## src/rtl/cnn_layer_accel_weight_seq_gen_if.sv

```systemverilog
// Purpose : config, start/status and weight-address stream signals of the weight sequencer.
// Ports   : cfg_* table/length writes and cfg_err; start/seq_sel/busy/done control;
//           wht_valid/wht_ready/wht_data_addr/wht_last stream; rpt_count only with WHT_SEQ_REPEAT_EN.
// Modports: master = controller/consumer side, slave = sequencer side.
interface cnn_layer_accel_weight_seq_gen_if #(
    parameter int C_NUM_SEQ    = 4,
    parameter int C_SEQ_DEPTH  = 8,
    parameter int C_ADDR_WIDTH = 4
);
    localparam int SW = $clog2(C_NUM_SEQ);
    localparam int IW = (C_SEQ_DEPTH > 1) ? $clog2(C_SEQ_DEPTH) : 1;
    localparam int LW = $clog2(C_SEQ_DEPTH + 1);

    logic                    cfg_wr_en;
    logic                    cfg_len_wr;
    logic [SW-1:0]           cfg_seq_id;
    logic [IW-1:0]           cfg_idx;
    logic [C_ADDR_WIDTH-1:0] cfg_data;
    logic [LW-1:0]           cfg_len;
    logic                    cfg_err;
    logic                    start;
    logic [SW-1:0]           seq_sel;
    logic                    busy;
    logic                    wht_valid;
    logic                    wht_ready;
    logic [C_ADDR_WIDTH-1:0] wht_data_addr;
    logic                    wht_last;
    logic                    done;
`ifdef WHT_SEQ_REPEAT_EN
    logic [7:0]              rpt_count;
`endif

    modport master (
        output cfg_wr_en, cfg_len_wr, cfg_seq_id, cfg_idx, cfg_data, cfg_len,
        output start, seq_sel, wht_ready,
`ifdef WHT_SEQ_REPEAT_EN
        output rpt_count,
`endif
        input  cfg_err, busy, wht_valid, wht_data_addr, wht_last, done
    );

    modport slave (
        input  cfg_wr_en, cfg_len_wr, cfg_seq_id, cfg_idx, cfg_data, cfg_len,
        input  start, seq_sel, wht_ready,
`ifdef WHT_SEQ_REPEAT_EN
        input  rpt_count,
`endif
        output cfg_err, busy, wht_valid, wht_data_addr, wht_last, done
    );
endinterface

```

## src/rtl/cnn_layer_accel_weight_seq_gen.sv

```systemverilog
// Purpose : programmable weight-address sequencer; C_NUM_SEQ runtime-loaded tables streamed on start.
// Latency : start in cycle T -> first beat valid in T+1, then one beat per cycle; done one cycle after last accept.
// Backpressure: output register holds address/last while wht_valid & !wht_ready; index advances only on accept.
// Ports   : clk, rst (sync, active-high); s_if (slave modport) carries config, control and the stream.
// Option  : WHT_SEQ_REPEAT_EN adds rpt_count; the sequence is replayed rpt_count+1 times back-to-back.
module cnn_layer_accel_weight_seq_gen #(
    parameter int C_NUM_SEQ    = 4,
    parameter int C_SEQ_DEPTH  = 8,
    parameter int C_ADDR_WIDTH = 4
) (
    input  logic                              clk,
    input  logic                              rst,
    cnn_layer_accel_weight_seq_gen_if.slave   s_if
);
    localparam int SW = $clog2(C_NUM_SEQ);
    localparam int IW = (C_SEQ_DEPTH > 1) ? $clog2(C_SEQ_DEPTH) : 1;
    localparam int LW = $clog2(C_SEQ_DEPTH + 1);

    // S_FIN is the single done cycle; busy stays high through it.
    typedef enum logic [1:0] {S_IDLE, S_RUN, S_FIN} state_t;

    state_t                  r_state;
    state_t                  w_state_nxt;
    logic                    w_busy;
    logic                    w_done;

    logic [C_ADDR_WIDTH-1:0] r_tab [C_NUM_SEQ][C_SEQ_DEPTH];
    logic [LW-1:0]           r_len [C_NUM_SEQ];
    logic                    r_cfg_err;

    logic [SW-1:0]           r_sel;
    logic [LW-1:0]           r_cur_len;
    logic [IW-1:0]           r_idx;
    logic [C_ADDR_WIDTH-1:0] r_addr;
    logic                    r_valid;
    logic                    r_last;

    logic                    w_start_acc;
    logic [LW-1:0]           w_start_len;
    logic                    w_accept;
    logic                    w_idx_ok;
    logic                    w_cfg_hit;
    logic [LW-1:0]           w_len_clamped;
    logic                    w_final_pass;
    logic                    w_start_final;

    assign w_start_acc   = s_if.start && (r_state == S_IDLE);
    assign w_start_len   = r_len[s_if.seq_sel];
    assign w_accept      = r_valid && s_if.wht_ready;
    assign w_len_clamped = (s_if.cfg_len > LW'(C_SEQ_DEPTH)) ? LW'(C_SEQ_DEPTH) : s_if.cfg_len;

    // A sequence may not change under the stream reading it, including the one a same-cycle start picks.
    assign w_cfg_hit = (w_busy && (s_if.cfg_seq_id == r_sel)) ||
                       (w_start_acc && (s_if.cfg_seq_id == s_if.seq_sel));

    // With a power-of-two depth every cfg_idx encoding is a real entry.
    generate
        if ((1 << IW) == C_SEQ_DEPTH) begin : g_idx_full
            assign w_idx_ok = 1'b1;
        end else begin : g_idx_chk
            assign w_idx_ok = (s_if.cfg_idx < IW'(C_SEQ_DEPTH));
        end
    endgenerate

`ifdef WHT_SEQ_REPEAT_EN
    logic [7:0] r_rpt_left;
    logic       w_end_pass;
    assign w_final_pass  = (r_rpt_left == 8'd0);
    assign w_start_final = (s_if.rpt_count == 8'd0);
    assign w_end_pass    = (LW'(r_idx) == (r_cur_len - LW'(1)));
`else
    assign w_final_pass  = 1'b1;
    assign w_start_final = 1'b1;
`endif

    // ---------------- FSM ----------------
    always_ff @(posedge clk) begin
        if (rst) r_state <= S_IDLE;
        else     r_state <= w_state_nxt;
    end

    always_comb begin
        w_state_nxt = r_state;
        w_busy      = 1'b0;
        w_done      = 1'b0;
        case (r_state)
            S_IDLE: begin
                if (s_if.start) w_state_nxt = (w_start_len == '0) ? S_FIN : S_RUN;
            end
            S_RUN: begin
                w_busy = 1'b1;
                if (w_accept && r_last) w_state_nxt = S_FIN;
            end
            S_FIN: begin
                w_busy      = 1'b1;
                w_done      = 1'b1;
                w_state_nxt = S_IDLE;
            end
            default: w_state_nxt = S_IDLE;
        endcase
    end

    // ---------------- table and config ----------------
    always_ff @(posedge clk) begin
        if (rst) begin
            for (int s = 0; s < C_NUM_SEQ; s++) begin
                r_len[s] <= '0;
                for (int e = 0; e < C_SEQ_DEPTH; e++) r_tab[s][e] <= '0;
            end
            r_cfg_err <= 1'b0;
        end else begin
            if (s_if.cfg_wr_en && w_idx_ok && !w_cfg_hit)
                r_tab[s_if.cfg_seq_id][s_if.cfg_idx] <= s_if.cfg_data;
            if (s_if.cfg_len_wr && !w_cfg_hit)
                r_len[s_if.cfg_seq_id] <= w_len_clamped;
            r_cfg_err <= (s_if.cfg_wr_en && (w_cfg_hit || !w_idx_ok)) ||
                         (s_if.cfg_len_wr && w_cfg_hit);
        end
    end

    // ---------------- stream output register ----------------
    // r_last is precomputed for the beat being loaded so it is registered alongside the address.
    always_ff @(posedge clk) begin
        if (rst) begin
            r_sel     <= '0;
            r_cur_len <= '0;
            r_idx     <= '0;
            r_addr    <= '0;
            r_valid   <= 1'b0;
            r_last    <= 1'b0;
`ifdef WHT_SEQ_REPEAT_EN
            r_rpt_left <= 8'd0;
`endif
        end else if (w_start_acc) begin
            r_sel     <= s_if.seq_sel;
            r_cur_len <= w_start_len;
            r_idx     <= '0;
            r_addr    <= r_tab[s_if.seq_sel][0];
            r_valid   <= (w_start_len != '0);
            r_last    <= (w_start_len == LW'(1)) && w_start_final;
`ifdef WHT_SEQ_REPEAT_EN
            r_rpt_left <= s_if.rpt_count;
`endif
        end else if (w_accept) begin
            if (r_last) begin
                r_valid <= 1'b0;
                r_last  <= 1'b0;
            end
`ifdef WHT_SEQ_REPEAT_EN
            else if (w_end_pass) begin
                // Wrap to entry 0 for the next pass with no bubble.
                r_idx      <= '0;
                r_addr     <= r_tab[r_sel][0];
                r_last     <= (r_cur_len == LW'(1)) && (r_rpt_left == 8'd1);
                r_rpt_left <= r_rpt_left - 8'd1;
            end
`endif
            else begin
                r_idx  <= r_idx + IW'(1);
                r_addr <= r_tab[r_sel][r_idx + IW'(1)];
                r_last <= ((LW'(r_idx) + LW'(2)) == r_cur_len) && w_final_pass;
            end
        end
    end

    assign s_if.cfg_err       = r_cfg_err;
    assign s_if.busy          = w_busy;
    assign s_if.done          = w_done;
    assign s_if.wht_valid     = r_valid;
    assign s_if.wht_data_addr = r_addr;
    assign s_if.wht_last      = r_last;
endmodule

```

## src/flat_wrapper.sv

```systemverilog
// flat-port wrapper written by rule: the top's interface ports become plain ports
module cnn_layer_accel_weight_seq_gen_flat 
#(
    parameter int C_NUM_SEQ    = 4,
    parameter int C_SEQ_DEPTH  = 8,
    parameter int C_ADDR_WIDTH = 4
)
  (clk, rst, s_if_cfg_wr_en, s_if_cfg_len_wr, s_if_cfg_seq_id, s_if_cfg_idx, s_if_cfg_data, s_if_cfg_len, s_if_start, s_if_seq_sel, s_if_wht_ready, s_if_cfg_err, s_if_busy, s_if_wht_valid, s_if_wht_data_addr, s_if_wht_last, s_if_done);
  cnn_layer_accel_weight_seq_gen_if #(.C_NUM_SEQ(C_NUM_SEQ), .C_SEQ_DEPTH(C_SEQ_DEPTH), .C_ADDR_WIDTH(C_ADDR_WIDTH)) s_if_i ();
  input  logic clk;
  input  logic rst;
  input wire logic [$bits(s_if_i.cfg_wr_en)-1:0] s_if_cfg_wr_en;
  input wire logic [$bits(s_if_i.cfg_len_wr)-1:0] s_if_cfg_len_wr;
  input wire logic [$bits(s_if_i.cfg_seq_id)-1:0] s_if_cfg_seq_id;
  input wire logic [$bits(s_if_i.cfg_idx)-1:0] s_if_cfg_idx;
  input wire logic [$bits(s_if_i.cfg_data)-1:0] s_if_cfg_data;
  input wire logic [$bits(s_if_i.cfg_len)-1:0] s_if_cfg_len;
  input wire logic [$bits(s_if_i.start)-1:0] s_if_start;
  input wire logic [$bits(s_if_i.seq_sel)-1:0] s_if_seq_sel;
  input wire logic [$bits(s_if_i.wht_ready)-1:0] s_if_wht_ready;
  output wire logic [$bits(s_if_i.cfg_err)-1:0] s_if_cfg_err;
  output wire logic [$bits(s_if_i.busy)-1:0] s_if_busy;
  output wire logic [$bits(s_if_i.wht_valid)-1:0] s_if_wht_valid;
  output wire logic [$bits(s_if_i.wht_data_addr)-1:0] s_if_wht_data_addr;
  output wire logic [$bits(s_if_i.wht_last)-1:0] s_if_wht_last;
  output wire logic [$bits(s_if_i.done)-1:0] s_if_done;
  assign s_if_i.cfg_wr_en = s_if_cfg_wr_en;
  assign s_if_i.cfg_len_wr = s_if_cfg_len_wr;
  assign s_if_i.cfg_seq_id = s_if_cfg_seq_id;
  assign s_if_i.cfg_idx = s_if_cfg_idx;
  assign s_if_i.cfg_data = s_if_cfg_data;
  assign s_if_i.cfg_len = s_if_cfg_len;
  assign s_if_i.start = s_if_start;
  assign s_if_i.seq_sel = s_if_seq_sel;
  assign s_if_i.wht_ready = s_if_wht_ready;
  assign s_if_cfg_err = s_if_i.cfg_err;
  assign s_if_busy = s_if_i.busy;
  assign s_if_wht_valid = s_if_i.wht_valid;
  assign s_if_wht_data_addr = s_if_i.wht_data_addr;
  assign s_if_wht_last = s_if_i.wht_last;
  assign s_if_done = s_if_i.done;
  cnn_layer_accel_weight_seq_gen #(.C_NUM_SEQ(C_NUM_SEQ), .C_SEQ_DEPTH(C_SEQ_DEPTH), .C_ADDR_WIDTH(C_ADDR_WIDTH)) u_core (.clk(clk), .rst(rst), .s_if(s_if_i));
endmodule
```

## config.mk

```make
export PLATFORM = sky130hd
export DESIGN_NAME = cnn_layer_accel_weight_seq_gen_flat
export DESIGN_NICKNAME = d
export VERILOG_FILES = /design/src/rtl/cnn_layer_accel_weight_seq_gen_if.sv /design/src/rtl/cnn_layer_accel_weight_seq_gen.sv /design/src/flat_wrapper.sv
export SDC_FILE = /design/constraint.sdc
export NUM_CORES = 1
export LEC_CHECK = 0
export ABC_AREA = 1
export BUFFER_PORTS_ARGS = -buffer_cell sky130_fd_sc_hd__buf_2
export CAP_MARGIN = 20
export CORE_MARGIN = 5
export CORE_UTILIZATION = 40
export CTS_CLUSTER_SIZE = 28
export DETAILED_ROUTE_END_ITERATION = 10
export SLEW_MARGIN = 20
export SYNTH_ARGS = -nofsm -noshare
export SYNTH_HDL_FRONTEND = slang
export SYNTH_SLANG_ARGS = --single-unit
```

## constraint.sdc

```tcl
create_clock -name clk -period 6.4 [get_ports clk]
set_input_delay 0 -clock clk [delete_from_list [all_inputs] [get_ports clk]]
set_output_delay 0 -clock clk [all_outputs]
set_load 0.005 [all_outputs]
```

==> flow_summary.json, run 1 <==
{
  "status": "finished clean",
  "wire_per_inst_um": 15.51,
  "endpoint_kind": "flip-flop",
  "fin_skew_ps": 12.87,
  "ios": 30,
  "rsz0062_at_grt": "false",
  "yosys_register_bits": 164,
  "p_total_mw": 2.575,
  "syn_area_um2": 8408,
  "fin_nets": 1008,
  "vias": 6305,
  "fmax_ghz": 0.3191,
  "cts_tree": "done",
  "antenna_found_initial": 0,
  "grt_pass1_wl_um": 31280,
  "die_w_um": 155.0,
  "portBuffers": 29,
  "finalHoldViolations": 0,
  "dieArea_um2": 24020,
  "min_period_ps": 3134,
  "crit_arrival_ps": 3250,
  "finalSetupViolCount": 0,
  "grt_overflow": 0,
  "ant_nets": 0,
  "clockBufferDepth": 2,
  "start_util_pct": 40.25,
  "fin_crit_sh_pct": 48.96,
  "drive_above_1_share_pct": 10.55,
  "yosysSeqAreaShare_pct": 56.19,
  "numCtsBuffers": 17,
  "drc": 0,
  "reg2reg_slack_ps": 3270,
  "final_util_pct": 45.01,
  "yosys.area.top_type_share_pct": 51.43,
  "gp_routability_congestion": 0.8073,
  "final_cell_mix": "nand2_1 (266), nor2_1 (167), edfxtp_1 (144)",
  "drt-total-wl_um": 19700,
  "worstMarginPinSlew_ps": 1022,
  "synthTopCellsByArea": "edfxtp_1 (51%), nand2_1 (12%), nor2_1 (7.5%), nand3_1 (7.0%), dfxtp_1 (4.8%)",
  "slew_viol_final": 0,
  "multi_input_area_um2": 3052,
  "antenna_cells": 0,
  "die_h_um": 155.0,
  "p_leak_nw": 3.972,
  "critPathRequiredTime_ps": 6520,
  "crit_path_max_fanout": 19,
  "power-per-cell-area_nw_per_um2": 273.8,
  "grt_usage_pct": 16.78,
  "fillCellCount": 2069,
  "first_pass_iters": 5,
  "syn_nets": 990,
  "startpoint_type": "flip-flop",
  "yosys_warnings": 0,
  "critPathKind": "reg2reg",
  "hold_class": "in2reg",
  "maxSlewHeadroom_pct": 31.75,
  "cap_violations": 0,
  "drtIter0Drc": 495,
  "h-tree-depth": 4,
  "clockRootBuffer": "clkbuf_16",
  "finalSetupTns_ps": 0,
  "clock-sinks": 164,
  "clk-insertion-delay-late_ps": 430,
  "netlist_instances": 964,
  "grt_pass1_vias": 6101,
  "regArea_um2": 4726,
  "grt_max_degree": 68,
  "core_area_um2": 20890,
  "via_per_inst": 4.965,
  "area_growth_syn_to_layout_pct": 11.82,
  "cts.clk_slew.worst_paths_ps": 70,
  "dp_hpwl_um": 12500,
  "yosys.area.top_type": "edfxtp_1",
  "syn_avg_cell_area_um2": 8.722,
  "irDropWorstVdd_mv": 0.1538,
  "layout_commonest_cell": "nand2_1",
  "ys_types": 28,
  "row_count": 53
}
-- Yosys cell counts, drive strengths merged --
| cell | instances |
|---|---|
| a31oi | 2 |
| clkbuf | 32 |
| a211oi | 2 |
| o21ai | 26 |
| buf | 17 |
| and2 | 1 |
| a21oi | 15 |
| nor3 | 2 |
| nor2 | 174 |
| inv | 103 |
| o2111ai | 1 |
| nand3 | 138 |
| dfxtp | 20 |
| o211ai | 2 |
| or2 | 3 |
| edfxtp | 144 |
| ha | 5 |
| nand4 | 2 |
| xnor2 | 6 |
| clkinv | 3 |
| nand2 | 266 |
-- metal layers --
metal	wire length (um)	track usage [%]	share of wire, %
met1	8464	21.09	43
met2	9761	29.38	50
met3	1139	3.366	5.8
met4	332	4.752	1.7
met5	0	0	0
-- per-stage QoR --
step                      std cells  cell area [um^2]  hold WS (ps)  worst slack [ps]
final                          1270              9402         130.4              3266
after global routing           1270              9402         132.3              3011
after CTS                      1270              9402         105.1              3251
after detailed placement       1228              8732         332.7              3267
after global placement         1228              8732         322.8              3356
after floorplan                 964              8408         167.3              4336
-- repair_timing --
| action | 4_1_cts | 5_1_grt |
|---|---|---|
| endpoints found under the setup margin | 0 | 0 |
| hold buffers | 10 | 0 |
| endpoints found under the hold margin | 19 | 0 |
| setup buffers | 0 | 0 |
| gates resized for setup | 0 | 0 |
-- area by class of cell --
| cell class | instances | area share, % |
|---|---|---|
| flip-flops and latches | 164 | 50.27 |
| clock inverters | 14 | 1.491 |
| repair buffers | 48 | 3.327 |
| multi-input cells | 645 | 32.46 |
| well taps | 275 | 3.660 |
| clock buffers | 18 | 4.565 |
| inverters | 106 | 4.232 |
-- cells by family (layout without fill, tap and decap cells) --
kind of cell / count (synthesis) / in the layout / synth area share (%)
flip-flops: 164 / 164 / 56.19
AO/OA/AOI/OAI: 48 / 48 / 3.050
buffers and inverters: 155 / 186 / 7.515
XOR/XNOR: 6 / 6 / 0.6250
AND/OR/NAND/NOR: 586 / 586 / 31.87
adder cells (fa/ha/maj): 5 / 5 / 0.7440
-- flip-flops by register name (all words and copies together), names as in the netlist, 2 cells and up, named ones only --
| register | count |
|---|---|
| u_core.r_cur_len | 4 |
| u_core.r_idx | 3 |
| u_core.r_len | 16 |
| u_core.r_sel | 2 |
| u_core.r_state | 2 |
| u_core.r_tab | 128 |
| u_core.s_if.wht_data_addr | 4 |
-- power breakdown --
| group | switching, mW | internal (mW) | total [mW] | leakage [nW] |
|---|---|---|---|---|
| sequential | 0.0240 | 1.21 | 1.24 | 1.65 |
| combinational | 0.254 | 0.106 | 0.359 | 2.05 |
| clock | 0.461 | 0.517 | 0.978 | 0.271 |
| total | 0.739 | 1.84 | 2.57 | 3.97 |
-- critical path, stage by stage (launching register included) --
cell,delay [ps]
dfxtp_1,360
inv_1,70
ha_1,220
nand2_1,440
a21oi_1,80
o2111ai_1,100
nand2_1,80
inv_2,100
nand3_4,100
nor2_4,670
nand3_1,320
nand2_1,250
-- path summary, 6_finish.rpt --
path,start,to,depth (start not counted)
worst max-delay path,u_core.r_state[0],u_core.r_tab[3][19],11
worst min-delay path,s_if_cfg_seq_id[1],u_core.r_len[2][1],3
worst max register to register,u_core.r_state[0],u_core.r_tab[3][19],11
worst min register to register,u_core.s_if.wht_data_addr[2],u_core.s_if.wht_data_addr[2],2
Note: power is estimated with default switching activity, not from simulation.
==> run 2: changes to the inputs <==
- clock period: 6.4 -> 2.6 ns (I/O delays scaled with it)
==> flow_summary.json, run 2 (same netlist as run 1, synthesis figures left out) <==
{
  "vias": 6322,
  "finalSetupTns_ps": 0,
  "area_growth_syn_to_layout_pct": 13.24,
  "reg_top3": "u_core.r_tab (128), u_core.r_len (16)",
  "fin_skew_ps": 7.334,
  "h-tree-depth": 4,
  "startpoint_type": "flip-flop",
  "regMostFlops": "u_core.r_tab",
  "final_cell_area_um2": 9522,
  "layout_commonest_cell": "nand2_1",
  "crit_arrival_ps": 2480,
  "postLayoutSetupSlackWorst_ps": 239.4,
  "crit_path_max_fanout": 12,
  "finalSetupViolCount": 0,
  "die_w_um": 155.0,
  "endpoint_kind": "flip-flop",
  "clockRootBuffer": "clkbuf_16",
  "critPathKind": "reg2reg",
  "gp_routability_congestion": 0.7530,
  "maxSlewHeadroom_pct": 52.14,
  "status": "finished clean",
  "antenna_found_initial": 0,
  "whs_ps": 57.14,
  "post_cts_buffers": 0,
  "largest_reg_flops": 128,
  "critPathRequiredTime_ps": 2720,
  "switchingPower_mw": 1.721,
  "ctsHoldBuffers": 9,
  "drc": 0,
  "rsz0062_at_grt": "false",
  "fillCellCount": 2013,
  "clockBufferDepth": 2,
  "dp_slack_ps": 257.7,
  "placed_area_um2": 8855,
  "wire_per_inst_um": 15.26,
  "p_leak_nw": 4.047,
  "power-per-cell-area_nw_per_um2": 673.4,
  "comb_power_share_pct": 14.4,
  "clockPowerShare_pct": 38.2,
  "numCtsBuffers": 17,
  "grt_overflow": 0,
  "hold_class": "in2reg",
  "min_period_ps": 2361,
  "fin_crit_sh_pct": 90.79,
  "r2r_cells": 12,
  "worstMarginPinSlew_ps": 717.9,
  "clock-sinks": 164,
  "start_util_pct": 40.25,
  "placed_cells": 1241,
  "finalHoldViolations": 0,
  "clk-insertion-delay-late_ps": 420,
  "ctsResizeCount": 0,
  "core_area_um2": 20890,
  "grt_max_degree": 67,
  "grt_pass1_wl_um": 31770,
  "die_h_um": 155.0,
  "via_per_inst": 4.935,
  "p_total_mw": 6.412,
  "fmax_ghz": 0.4236,
  "first_pass_iters": 4,
  "row_count": 53,
  "slew_viol_final": 0,
  "fin_nets": 1020,
  "portBuffers": 29,
  "final_util_pct": 45.58,
  "grt_pass1_vias": 6179,
  "cts.clk_slew.worst_paths_ps": 60,
  "irDropWorstVdd_mv": 0.3738,
  "ios": 30,
  "pwr-share-seq_pct": 47.5,
  "drtIter0Drc": 487,
  "cts_tree": "done",
  "final_cell_mix": "nand2_1 (266), nor2_1 (167), edfxtp_1 (144)",
  "dieArea_um2": 24020,
  "cap_violations": 0,
  "internal_power_mw": 4.691,
  "switching_share_pct": 26.84,
  "drt-total-wl_um": 19550,
  "antenna_cells": 0,
  "min_path_cells": 4,
  "final_cell_count_no_fill": 1281,
  "grt_usage_pct": 17.11,
  "drive_above_1_share_pct": 11.53,
  "dp_hpwl_um": 12780,
  "ant_nets": 0
}
[run 2: power groups by stage]
stage	Sequential (mW)	Clock, mW	Combinational, mW
2_1_floorplan	3.09	0	0.631
3_3_place_gp	3.10	0	0.911
3_5_place_dp	3.10	0	0.914
4_1_cts	3.04	2.49	0.928
5_1_grt	3.05	2.61	1.04
6_report	3.04	2.45	0.922
[run 2: final cells by class]
| type | instances | area (um^2) | share of cell area, % |
|---|---|---|---|
| sequential | 164 | 4726 | 49.63 |
| multi-input combinational | 645 | 3052 | 32.05 |
| clock buffer | 17 | 425.4 | 4.468 |
| timing repair buffer | 60 | 425.4 | 4.468 |
| inverter | 106 | 397.9 | 4.179 |
| tap | 275 | 344.1 | 3.614 |
| clock inverter | 14 | 151.4 | 1.590 |
[run 2: layer usage]
layer / track usage, % / up-vias / wire (um)
met5: 0 / - / 0
met4: 5.299 / 0 / 352
met3: 2.949 / 20 / 1072
met2: 28.43 / 159 / 9376
met1: 22.95 / 2957 / 8745
li1: - / 3186 / -
[run 2: worst max-delay path, cell delays in order (launching register included)]
cell       delay, ps
dfxtp_1          350
inv_1             70
ha_1             220
nand2_1           90
a21oi_1           40
o2111ai_1         70
nand2_1          110
inv_2            100
nand3_4          100
nor2_4           240
buf_12           230
nand3_1          180
nand2_1          230
[run 2: final timing paths]
kind                           startpoint                            to  slack, ps
max reg2reg             u_core.r_state[0]           u_core.r_tab[3][30]        240
min reg2reg  u_core.s_if.wht_data_addr[0]  u_core.s_if.wht_data_addr[0]        470
max                     u_core.r_state[0]           u_core.r_tab[3][30]        240
min                       s_if_cfg_idx[0]           u_core.r_tab[0][15]         60
==> run 3: changes to the inputs <==
- CORE_UTILIZATION: 40 -> 45
==> flow_summary.json, run 3 (same netlist as run 1, synthesis figures left out) <==
{
  "post_cts_buffers": 0,
  "min_period_ps": 2328,
  "fillCellCount": 1724,
  "grt_overflow": 0,
  "drive_above_1_share_pct": 11.53,
  "fmax_ghz": 0.4296,
  "ctsResizeCount": 0,
  "placed_area_um2": 8821,
  "regMostFlops": "u_core.r_tab",
  "grt_use_met1_pct": 25.40,
  "antenna_found_initial": 0,
  "portBuffers": 29,
  "clk-insertion-delay-late_ps": 430,
  "startpoint": "u_core.r_state[0]",
  "power-per-cell-area_nw_per_um2": 680.9,
  "grt_util_met2_pct": 31.21,
  "finalSetupViolCount": 0,
  "vias": 6341,
  "slowest_delay_ps": 360,
  "layout_commonest_cell": "nand2_1",
  "final_cell_mix": "nand2_1 (266), nor2_1 (167), edfxtp_1 (144)",
  "cpMostUsedCell": "nand2_1",
  "clock-sinks": 164,
  "drt-total-wl_um": 20020,
  "final_cell_area_um2": 9509,
  "h-tree-depth": 4,
  "grt_usage_pct": 18.95,
  "finalSetupTns_ps": 0,
  "via_per_inst": 5.114,
  "die_w_um": 146.7,
  "critPathRequiredTime_ps": 2720,
  "reg_top3": "u_core.r_tab (128), u_core.r_len (16)",
  "ant_nets": 0,
  "dieArea_um2": 21520,
  "min_from": "s_if_cfg_idx[1]",
  "cts.clk_slew.worst_paths_ps": 70,
  "die_h_um": 146.7,
  "grt_pass1_vias": 6044,
  "worstMarginPinSlew_ps": 832.1,
  "cts_tree": "done",
  "slew_viol_final": 0,
  "path_cells": "inv_1 > ha_1 > nand2_1 > a21oi_1 > o2111ai_1 > nand2_1 > inv_2 > nand3_4 > nor2_4 > buf_12 > buf_4 > nand3_4 > nand2_1",
  "drtIter0Drc": 644,
  "ios": 30,
  "grt_pass1_wl_um": 31550,
  "first_pass_iters": 5,
  "use_met3_pct": 4.041,
  "fin_skew_ps": 11.66,
  "startpoint_type": "flip-flop",
  "wire_per_inst_um": 16.14,
  "grt_max_degree": 67,
  "dp_hpwl_um": 12670,
  "crit_path_top_delay_cell": "dfxtp_1",
  "drc": 0,
  "fin_crit_sh_pct": 89.53,
  "hold_class": "in2reg",
  "r2r-start": "u_core.r_state[0]",
  "cap_violations": 0,
  "numCtsBuffers": 17,
  "rsz0062_at_grt": "false",
  "gp_routability_congestion": 0.8239,
  "p_leak_nw": 4.054,
  "crit_path_max_fanout": 10,
  "core_area_um2": 18580,
  "status": "finished clean",
  "endpoint_kind": "flip-flop",
  "start_util_pct": 45.25,
  "irDropWorstVdd_mv": 0.4257,
  "finalHoldViolations": 0,
  "row_count": 50,
  "clockRootBuffer": "clkbuf_16",
  "largest_reg_flops": 128,
  "critPathKind": "reg2reg",
  "area_growth_syn_to_layout_pct": 13.10,
  "crit_arrival_ps": 2450,
  "maxSlewHeadroom_pct": 44.46,
  "antenna_cells": 0,
  "grt_busiest_layer": "met2",
  "clockBufferDepth": 2,
  "fin_nets": 1020
}
-- run 3: routing by layer --
layer  vias to the layer above  wire, um
met5                         -         0
met3                        33      1583
met4                         0       328
met1                      2911      8691
li1                       3178         -
met2                       219      9415
-- run 3: through the flow --
step           instances  power [mW]  setup WS, ps  util [%]  hold WS [ps]
6_report            1240       6.475         272.1     51.18         118.6
5_1_grt             1240       6.751         106.6     51.18         129.0
4_1_cts             1240       6.509         270.6     51.18         108.0
3_5_place_dp        1199       4.010         299.7     47.47         343.1
3_3_place_gp        1199       4.006         281.7     47.47         341.4
2_1_floorplan        964       3.716         535.8         -         167.3
-- run 3: where the power goes --
| group | leakage, nW | total, mW | internal (mW) | switching, mW |
|---|---|---|---|---|
| clock network | 0.282 | 2.51 | 1.50 | 1.01 |
| registers | 1.65 | 3.04 | 2.99 | 0.0522 |
| logic | 2.12 | 0.927 | 0.288 | 0.639 |
-- run 3: area by class of cell --
type | instances | area, um^2 | area share, %
inverters | 106 | 397.9 | 4.184
clock buffers | 17 | 425.4 | 4.474
clock inverters | 14 | 162.7 | 1.711
repair buffers | 60 | 452.9 | 4.763
flip-flops and latches | 164 | 4726 | 49.70
well taps | 234 | 292.8 | 3.079
multi-input cells | 645 | 3052 | 32.09
-- run 3: critical path: cells and delay by family, from the launching register on --
| family | cells | cell delay [ps] |
|---|---|---|
| simple gates | 6 | 770 |
| buf+inv | 4 | 520 |
| flops | 1 | 360 |
| fa+ha+maj | 1 | 220 |
| compound gates | 2 | 120 |
-- run 3: what timing repair did --
item | CTS | global route
hold endpoints to repair | 19 | 0
hold buffers | 10 | 0
setup endpoints to repair | 0 | 0
-- run 3: worst paths after layout --
path         slack (ps)  depth (start not counted)                      endpoint
max                 270                         13           u_core.r_tab[1][10]
min                 120                          4            u_core.r_tab[3][8]
max reg2reg         270                         13           u_core.r_tab[1][10]
min reg2reg         460                          2  u_core.s_if.wht_data_addr[2]
